**src/rtl/multifield_videogen_pkg.sv**
```systemverilog
// Shared video package: raster mode record, text layout tables, field palette
// and default field/lag-row counts.
package multifield_videogen_pkg;

  localparam int DEFAULT_NUM_FIELDS = 3;
  localparam int DEFAULT_LAG_ROWS   = 4;
  localparam int MAX_FIELDS         = 8;
  localparam int MAX_LAG_ROWS       = 8;
  localparam int RES_LINE_SIZE      = 192;

  localparam logic [23:0] WHITE = 24'hFFFFFF;

  typedef struct packed {
    logic [11:0] h_sync;
    logic [11:0] h_back_porch;
    logic [11:0] v_sync;
    logic [11:0] v_back_porch;
    logic [11:0] h_text_start;
    logic [11:0] v_lag_start;
    logic [2:0]  h_res_divider;
    logic [2:0]  v_res_divider;
    logic [2:0]  h_lag_divider;
    logic [2:0]  v_lag_divider;
  } VideoMode;

  typedef enum logic {
    PH_DARK = 1'b0,
    PH_LIT  = 1'b1
  } phase_e;

  // Row 3 deliberately runs past a 512-bit lag line so the tail renders black.
  localparam logic [11:0] LAG_LEN [MAX_LAG_ROWS] = '{
    12'd64, 12'd64, 12'd64, 12'd400, 12'd64, 12'd64, 12'd64, 12'd64
  };
  localparam logic [11:0] LAG_OFS [MAX_LAG_ROWS] = '{
    12'd0, 12'd64, 12'd128, 12'd192, 12'd256, 12'd320, 12'd384, 12'd448
  };
  localparam logic [23:0] FIELD_PALETTE [MAX_FIELDS] = '{
    24'hFF0000, 24'h00FF00, 24'h0000FF, 24'hFFFF00,
    24'h00FFFF, 24'hFF00FF, 24'hFF8000, 24'h808080
  };

endpackage

```
**src/rtl/multifield_videogen_flash_sequencer.sv**
```systemverilog
// Flash sequencer: counts frame starts, toggles the flash phase every P frames
// and rotates the lit field when sequencing.
//   state   | meaning
//   PH_DARK | fields off, counting frames toward the lit phase
//   PH_LIT  | fields lit (all of them, or only field_index_o when sequencing)
module flash_sequencer
  import multifield_videogen_pkg::*;
#(
  parameter int NUM_FIELDS = DEFAULT_NUM_FIELDS
) (
  input  logic       clock,
  input  logic       reset,
  input  logic       start_i,
  input  logic [7:0] frame_period_i,
  input  logic       seq_mode_i,
  output phase_e     phase_o,
  output logic       seq_mode_o,
  output logic [2:0] field_index_o,
  output logic       starttrigger_o
);

  phase_e     phase_q, phase_d;
  logic [7:0] cnt_q, cnt_d;
  logic [7:0] last_cnt;
  logic       seq_q, seq_d;
  logic [2:0] fidx_q, fidx_d;
  logic       trig_q, trig_d;
  logic       wrap;

  always_ff @(posedge clock) begin
    if (reset) begin
      phase_q <= PH_DARK;
      cnt_q   <= '0;
      seq_q   <= 1'b0;
      fidx_q  <= '0;
      trig_q  <= 1'b0;
    end else begin
      phase_q <= phase_d;
      cnt_q   <= cnt_d;
      seq_q   <= seq_d;
      fidx_q  <= fidx_d;
      trig_q  <= trig_d;
    end
  end

  // ">=" rather than "==" so a shrinking period wraps at the next start.
  assign last_cnt = (frame_period_i == 8'd0) ? 8'd0 : frame_period_i - 8'd1;
  assign wrap     = start_i && (cnt_q >= last_cnt);

  always_comb begin
    phase_d = phase_q;
    cnt_d   = cnt_q;
    seq_d   = seq_q;
    fidx_d  = fidx_q;
    trig_d  = wrap && (phase_q == PH_DARK);
    if (wrap) begin
      cnt_d = '0;
      seq_d = seq_mode_i;
      case (phase_q)
        PH_DARK: phase_d = PH_LIT;
        default: begin
          phase_d = PH_DARK;
          if (seq_q) fidx_d = (fidx_q == 3'(NUM_FIELDS - 1)) ? 3'd0 : fidx_q + 3'd1;
        end
      endcase
    end else if (start_i) begin
      cnt_d = cnt_q + 8'd1;
    end
  end

  always_comb begin
    phase_o        = phase_q;
    seq_mode_o     = seq_q;
    field_index_o  = fidx_q;
    starttrigger_o = trig_q;
  end

endmodule

```
**src/rtl/multifield_videogen.sv**
```systemverilog
// Multi-field flash video generator: flash rectangles over resolution/lag text rows.
// Define FIELD_COLOUR_EN to colour each field from FIELD_PALETTE instead of white.
module multifield_videogen
  import multifield_videogen_pkg::*;
#(
  parameter int NUM_FIELDS   = DEFAULT_NUM_FIELDS,
  parameter int LAG_ROWS     = DEFAULT_LAG_ROWS,
  parameter int LAGLINE_SIZE = 512
) (
  input  logic                     clock,
  input  logic                     reset,
  input  VideoMode                 videoMode,
  input  logic [11:0]              counterX,
  input  logic [11:0]              counterY,
  input  logic [11:0]              visible_counterX,
  input  logic [11:0]              visible_counterY,
  input  logic                     de_in,
  input  logic [NUM_FIELDS*48-1:0] field_rects,
  input  logic [7:0]               frame_period,
  input  logic                     seq_mode,
  input  logic [RES_LINE_SIZE-1:0] resolution_line,
  input  logic [LAGLINE_SIZE-1:0]  lagdisplay_line,
  output logic                     starttrigger,
  output logic [2:0]               field_index,
  output logic                     de_out,
  output logic [23:0]              data
);

  logic                  frame_start;
  phase_e                phase;
  logic                  seq_active;
  logic [NUM_FIELDS-1:0] fld_in;
  logic [11:0]           text_xo, lag_col, lag_h, lag_base;
  logic                  res_bit, lag_bit;

  logic        de1_q;
  logic        fld_hit_q, fld_hit_d;
  logic        res_hit_q, res_hit_d, res_ok_q, res_ok_d;
  logic [11:0] res_idx_q, res_idx_d;
  logic        lag_hit_q, lag_hit_d, lag_ok_q, lag_ok_d;
  logic [11:0] lag_idx_q, lag_idx_d;
  logic        de2_q;
  logic [23:0] data_q, data_d;
`ifdef FIELD_COLOUR_EN
  logic [2:0]  fld_id_q, fld_id_d;
`endif

  assign frame_start = (counterX == videoMode.h_sync + videoMode.h_back_porch) &&
                       (counterY == videoMode.v_sync + videoMode.v_back_porch);

  flash_sequencer #(.NUM_FIELDS(NUM_FIELDS)) u_seq (
    .clock          (clock),
    .reset          (reset),
    .start_i        (frame_start),
    .frame_period_i (frame_period),
    .seq_mode_i     (seq_mode),
    .phase_o        (phase),
    .seq_mode_o     (seq_active),
    .field_index_o  (field_index),
    .starttrigger_o (starttrigger)
  );

  for (genvar i = 0; i < NUM_FIELDS; i++) begin : g_field
    logic [11:0] x0, x1, y0, y1;
    assign {x0, x1, y0, y1} = field_rects[i*48 +: 48];
    assign fld_in[i] = (phase == PH_LIT) && (!seq_active || field_index == 3'(i)) &&
                       (visible_counterX >= x0) && (visible_counterX < x1) &&
                       (visible_counterY >= y0) && (visible_counterY < y1);
  end

  always_comb begin
    fld_hit_d = |fld_in;
`ifdef FIELD_COLOUR_EN
    fld_id_d = '0;
    for (int i = NUM_FIELDS - 1; i >= 0; i--) begin
      if (fld_in[i]) fld_id_d = 3'(i);
    end
`endif
  end

  // Underflow left of the text origin wraps to a huge index and is rejected below.
  assign text_xo   = visible_counterX - videoMode.h_text_start;
  assign res_idx_d = text_xo >> videoMode.h_res_divider;
  assign res_hit_d = visible_counterY < (12'd16 << videoMode.v_res_divider);
  assign res_ok_d  = (visible_counterX >= videoMode.h_text_start) &&
                     (res_idx_d < 12'(RES_LINE_SIZE));
  assign lag_col   = text_xo >> videoMode.h_lag_divider;
  assign lag_h     = 12'd16 << videoMode.v_lag_divider;

  always_comb begin
    lag_hit_d = 1'b0;
    lag_idx_d = '0;
    lag_base  = '0;
    for (int r = LAG_ROWS - 1; r >= 0; r--) begin
      lag_base = videoMode.v_lag_start + (12'(16 * r) << videoMode.v_lag_divider);
      if ((visible_counterY >= lag_base) && ((visible_counterY - lag_base) < lag_h) &&
          (visible_counterX >= videoMode.h_text_start) && (lag_col < LAG_LEN[r])) begin
        lag_hit_d = 1'b1;
        lag_idx_d = LAG_OFS[r] + lag_col;
      end
    end
  end

  assign lag_ok_d = {20'd0, lag_idx_d} < 32'(LAGLINE_SIZE);

  always_ff @(posedge clock) begin
    if (reset) begin
      de1_q     <= 1'b0;
      fld_hit_q <= 1'b0;
      res_hit_q <= 1'b0;
      res_ok_q  <= 1'b0;
      res_idx_q <= '0;
      lag_hit_q <= 1'b0;
      lag_ok_q  <= 1'b0;
      lag_idx_q <= '0;
`ifdef FIELD_COLOUR_EN
      fld_id_q  <= '0;
`endif
      de2_q     <= 1'b0;
      data_q    <= '0;
    end else begin
      de1_q     <= de_in;
      fld_hit_q <= fld_hit_d;
      res_hit_q <= res_hit_d;
      res_ok_q  <= res_ok_d;
      res_idx_q <= res_idx_d;
      lag_hit_q <= lag_hit_d;
      lag_ok_q  <= lag_ok_d;
      lag_idx_q <= lag_idx_d;
`ifdef FIELD_COLOUR_EN
      fld_id_q  <= fld_id_d;
`endif
      de2_q     <= de1_q;
      data_q    <= data_d;
    end
  end

  // Mask-and-reduce keeps every bitmap select in range whatever the index.
  assign res_bit = |(resolution_line & (RES_LINE_SIZE'(1) << res_idx_q));
  assign lag_bit = |(lagdisplay_line & (LAGLINE_SIZE'(1) << lag_idx_q));

  always_comb begin
    data_d = '0;
    if (de1_q) begin
      if (fld_hit_q) begin
`ifdef FIELD_COLOUR_EN
        data_d = FIELD_PALETTE[fld_id_q];
`else
        data_d = WHITE;
`endif
      end else if (res_hit_q) begin
        data_d = (res_ok_q && res_bit) ? WHITE : 24'h0;
      end else if (lag_hit_q) begin
        data_d = (lag_ok_q && lag_bit) ? WHITE : 24'h0;
      end
    end
  end

  assign de_out = de2_q;
  assign data   = data_q;

endmodule

```
**config.mk**
```make
export PLATFORM = sky130hd
export DESIGN_NAME = multifield_videogen
export DESIGN_NICKNAME = d
export VERILOG_FILES = /design/src/rtl/multifield_videogen_pkg.sv /design/src/rtl/multifield_videogen_flash_sequencer.sv /design/src/rtl/multifield_videogen.sv
export SDC_FILE = /design/constraint.sdc
export NUM_CORES = 1
export LEC_CHECK = 0
export ABC_AREA = 1
export BUFFER_PORTS_ARGS = -buffer_cell sky130_fd_sc_hd__buf_2
export CORE_AREA = 5 5 392 394
export DETAILED_ROUTE_END_ITERATION = 10
export DIE_AREA = 0 0 397 399
export GPL_TIMING_DRIVEN = 0
export HOLD_SLACK_MARGIN = 0.06
export PLACE_DENSITY_LB_ADDON = 0.15
export REMOVE_ABC_BUFFERS = 1
export SYNTH_ARGS = -nofsm -noshare
export SYNTH_HDL_FRONTEND = slang
export SYNTH_SLANG_ARGS = --single-unit
```
**constraint.sdc**
```tcl
create_clock -name clock -period 13.15 [get_ports clock]
set_input_delay 1.9725 -clock clock [delete_from_list [all_inputs] [get_ports clock]]
set_output_delay 1.9725 -clock clock [all_outputs]
set_load 0.05 [all_outputs]
```
==> run_results.csv <==
group,metric,value,unit
floorplanning,num_io_pins,1021,
yosys,ys.flop_type,"dfxtp_1",
global_route,antenna_found_initial,119,
sta,relSlewSlack,0.0433,
clock_network,cts_sinks,46,
floorplanning,fp-row-count,142,
floorplanning,die_h,399,um
yosys,async_reset_ff_frac,0,
floorplanning,initial_core_util,0.133,
worst_setup_path,crit_top_cell,"nand2_1",
route,route.detailed.wl_per_inst,27.5,um
route,drt_wl_total,181000,um
clock_network,cts_buffer_depth,2,
worst_setup_path,slowest_stage,"fa_1",
worst_setup_path,reg2reg_slack,7.90,ns
clock_network,clock_latency,0.32,ns
place,hpwl,161000,um
power,ir_worst_vdd,0.0392,mV
global_route,gr-total-overflow,0,
sta,hold_ws,0.503,ns
sta,final_hold_viol_count,0,
yosys,ys_warn_count,0,
cells_and_area,nets,5780,
sta,rsz0062_at_grt,"no",
clock_network,clkTransAtPathRegs,0.07,ns
global_route,track_usage,0.214,
sta,worstMarginPinSlew,1.43,ns
yosys,synth_cell_types,67,
sta,finalSetupViolCount,0,
clock_network,cts_buffers,5,
route,vias_per_cell,4.51,
worst_setup_path,crit_path_max_fanout,7,
route,drt_iter0_drc,3024,
clock_network,ctsResizeCount,0,
worst_setup_path,worstSetupPathType,"in2reg",
global_route,grt_max_degree,129,
cells_and_area,syn_to_final_growth,37.8,%
yosys,ys_ff_latch,46,
clock_network,cts_root_buf,"clkbuf_16",
place,pre_cts_ws,5.63,ns
sta,drv_slew,0,
worst_setup_path,crit_buf_inv,4,
route,final_antenna_net_count,0,
yosys,ys_seq_area_frac,0.0465,
sta,fin_crit_sh,0.542,
place,place.gp.congestion,1.02,
place,portBuffers,1020,
clock_network,holdBufCountCts,0,
worst_setup_path,end_kind,"flip-flop",
worst_setup_path,critPathLaunchType,"input pin",
sta,finalCriticalPeriod,7.12,ns
sta,timing.fmax,140,MHz
yosys,synth-edff-count,0,
worst_setup_path,crit_path_max_incr_delay,0.44,ns
global_route,grt_pass1_vias,28231,
yosys,synth_cells,3616,
cells_and_area,finalCoreUtilization,0.183,
clock_network,htreeDepth,2,
sta,clock_skew,0.00882,ns
clock_network,cts_tree,"built",
floorplanning,core,0.149,mm2
worst_setup_path,crit_arrival,7.32,ns
route,first_pass_iters,5,
floorplanning,dieArea,0.158,mm2
hold_path,hold_path.class,"reg2reg",
run,drv_cap,0,
route,route.vias.total,29716,
global_route,grt_first_pass_wirelength,236000,um
run_status,status,"complete, no violations",
power,leakagePower,14.8,nW
floorplanning,dieWidth,397,um
worst_setup_path,required,13.35,ns
cells_and_area,drive_gt1_frac,0.243,
sta,setup_slack,6.03,ns
worst_setup_path,critical-path-top-delay-family,"simple AND/OR/NAND/NOR gates",
route,drc,0,
clock_network,cts_setup_buffers,0,
yosys,syn_avg_cell_area,5.48,um2
power,powerDensity,44.8,mW/mm2
yosys,synth_area,0.0198,mm2
cell families (layout without fill, tap and decap cells):
kind of cell	Yosys count	after routing	synth area share
and+or+nand+nor	2282	2282	0.511
buffers and inverters	565	1449	0.114
AOI/OAI and AO/OA	339	339	0.101
adders and majority gates	288	288	0.184
xor gates and xnor gates	94	94	0.0437
DFF	46	46	0.0465
other	1	68	0.000189
muxes	1	1	0.000505
sequential cells by signal, indices dropped and copies added (netlist names), 3 cells and up:
| name | cells |
|---|---|
| lag_idx_q | 12 |
| res_idx_q | 12 |
| u_seq.cnt_q | 8 |
| u_seq.field_index_o | 3 |
layout by cell type, fill, tap and decap left out, types with 4 or more instances in the layout:
| cell type | count |
|---|---|
| xor2_1 | 60 |
| o21ai_0 | 78 |
| nand3b_1 | 7 |
| nor3_1 | 93 |
| o21ai_1 | 9 |
| nor3b_1 | 4 |
| a31oi_1 | 11 |
| clkinv_1 | 4 |
| o2111ai_1 | 4 |
| nand2_2 | 12 |
| fa_1 | 6 |
| a21o_1 | 13 |
| nand2_1 | 843 |
| o21bai_1 | 15 |
| o221ai_1 | 5 |
| o211ai_1 | 9 |
| a211oi_1 | 19 |
| inv_2 | 6 |
| nor2_1 | 494 |
| a21oi_1 | 143 |
| diode_2 | 66 |
| and3_1 | 8 |
| dfxtp_2 | 4 |
| nand3_1 | 641 |
| nand3_2 | 4 |
| nand4_1 | 147 |
| o21a_1 | 11 |
| dfxtp_1 | 40 |
| buf_16 | 7 |
| inv_1 | 400 |
| ha_1 | 282 |
| xnor2_1 | 30 |
| a21oi_2 | 4 |
| nor2_2 | 5 |
| or2_2 | 4 |
| clkbuf_16 | 6 |
| a21boi_0 | 5 |
| buf_2 | 1020 |
through the flow:
stage | power [mW] | instances | instance area [um2] | TNS, ns
after floorplan | 0.646 | 3465 | 19100 | 0
after global placement | 1.06 | 6501 | 26700 | -3.91
after detailed placement | 1.08 | 6508 | 26900 | 0
after CTS | 1.24 | 6516 | 27100 | 0
after global routing | 1.35 | 6549 | 27200 | 0
final | 1.22 | 6583 | 27300 | 0
cell type report:
type                       count  area, um2
antenna                       66        165
clock buffer                   6        150
clock inverter                 2       13.8
fill                       17935     122000
inverter                     413       1560
multi-input combinational   3006      16600
sequential                    46        933
tap                         2016       2520
timing repair buffer        1028       5310
report_power, final:
part	total, mW	switching, mW	internal [mW]
combinational	0.895	0.558	0.336
clock	0.151	0.0687	0.0828
sequential	0.176	0.0294	0.147
total	1.22	0.656	0.566
per-layer routing:
| layer | wire, um | track usage |
|---|---|---|
| met2 | 84500 | 0.361 |
| met1 | 72800 | 0.266 |
| met4 | 7260 | 0.0789 |
| met3 | 15800 | 0.0495 |
| met5 | 315 | 0 |
synth_stat cells (11+ instances only):
| cell | number | share of area |
|---|---|---|
| dfxtp_1 | 46 | 0.046 |
| a21oi_1 | 143 | 0.036 |
| a211oi_1 | 19 | 0.0072 |
| nand2_1 | 843 | 0.16 |
| a21o_1 | 13 | 0.0049 |
| o21ai_0 | 78 | 0.020 |
| a31oi_1 | 11 | 0.0035 |
| nand4_1 | 147 | 0.046 |
| inv_1 | 401 | 0.076 |
| nor2_1 | 494 | 0.094 |
| xor2_1 | 60 | 0.027 |
| ha_1 | 282 | 0.18 |
| xnor2_1 | 30 | 0.013 |
| nor3_1 | 93 | 0.023 |
| buf_1 | 31 | 0.0059 |
| buf_4 | 23 | 0.0087 |
| clkbuf_1 | 70 | 0.013 |
| o21bai_1 | 15 | 0.0057 |
| o21a_1 | 11 | 0.0042 |
| nand2_2 | 12 | 0.0038 |
| buf_2 | 27 | 0.0068 |
| nand3_1 | 641 | 0.16 |
worst min-delay path: stages (launching register included):
cell	delay (ns)
dfxtp_1	0.34
nand2_1	0.07
a21oi_1	0.05
path summary, 6_finish.rpt:
kind / startpoint / end / depth (start not counted)
hold reg to reg: u_seq.cnt_q[7] / u_seq.cnt_q[7] / 2
setup / recovery: videoMode[1] / lag_idx_q[2] / 32
hold / removal: u_seq.cnt_q[7] / u_seq.cnt_q[7] / 2
setup reg to reg: lag_idx_q[4] / data[22] / 15
Power figures use the tool's default switching activity.
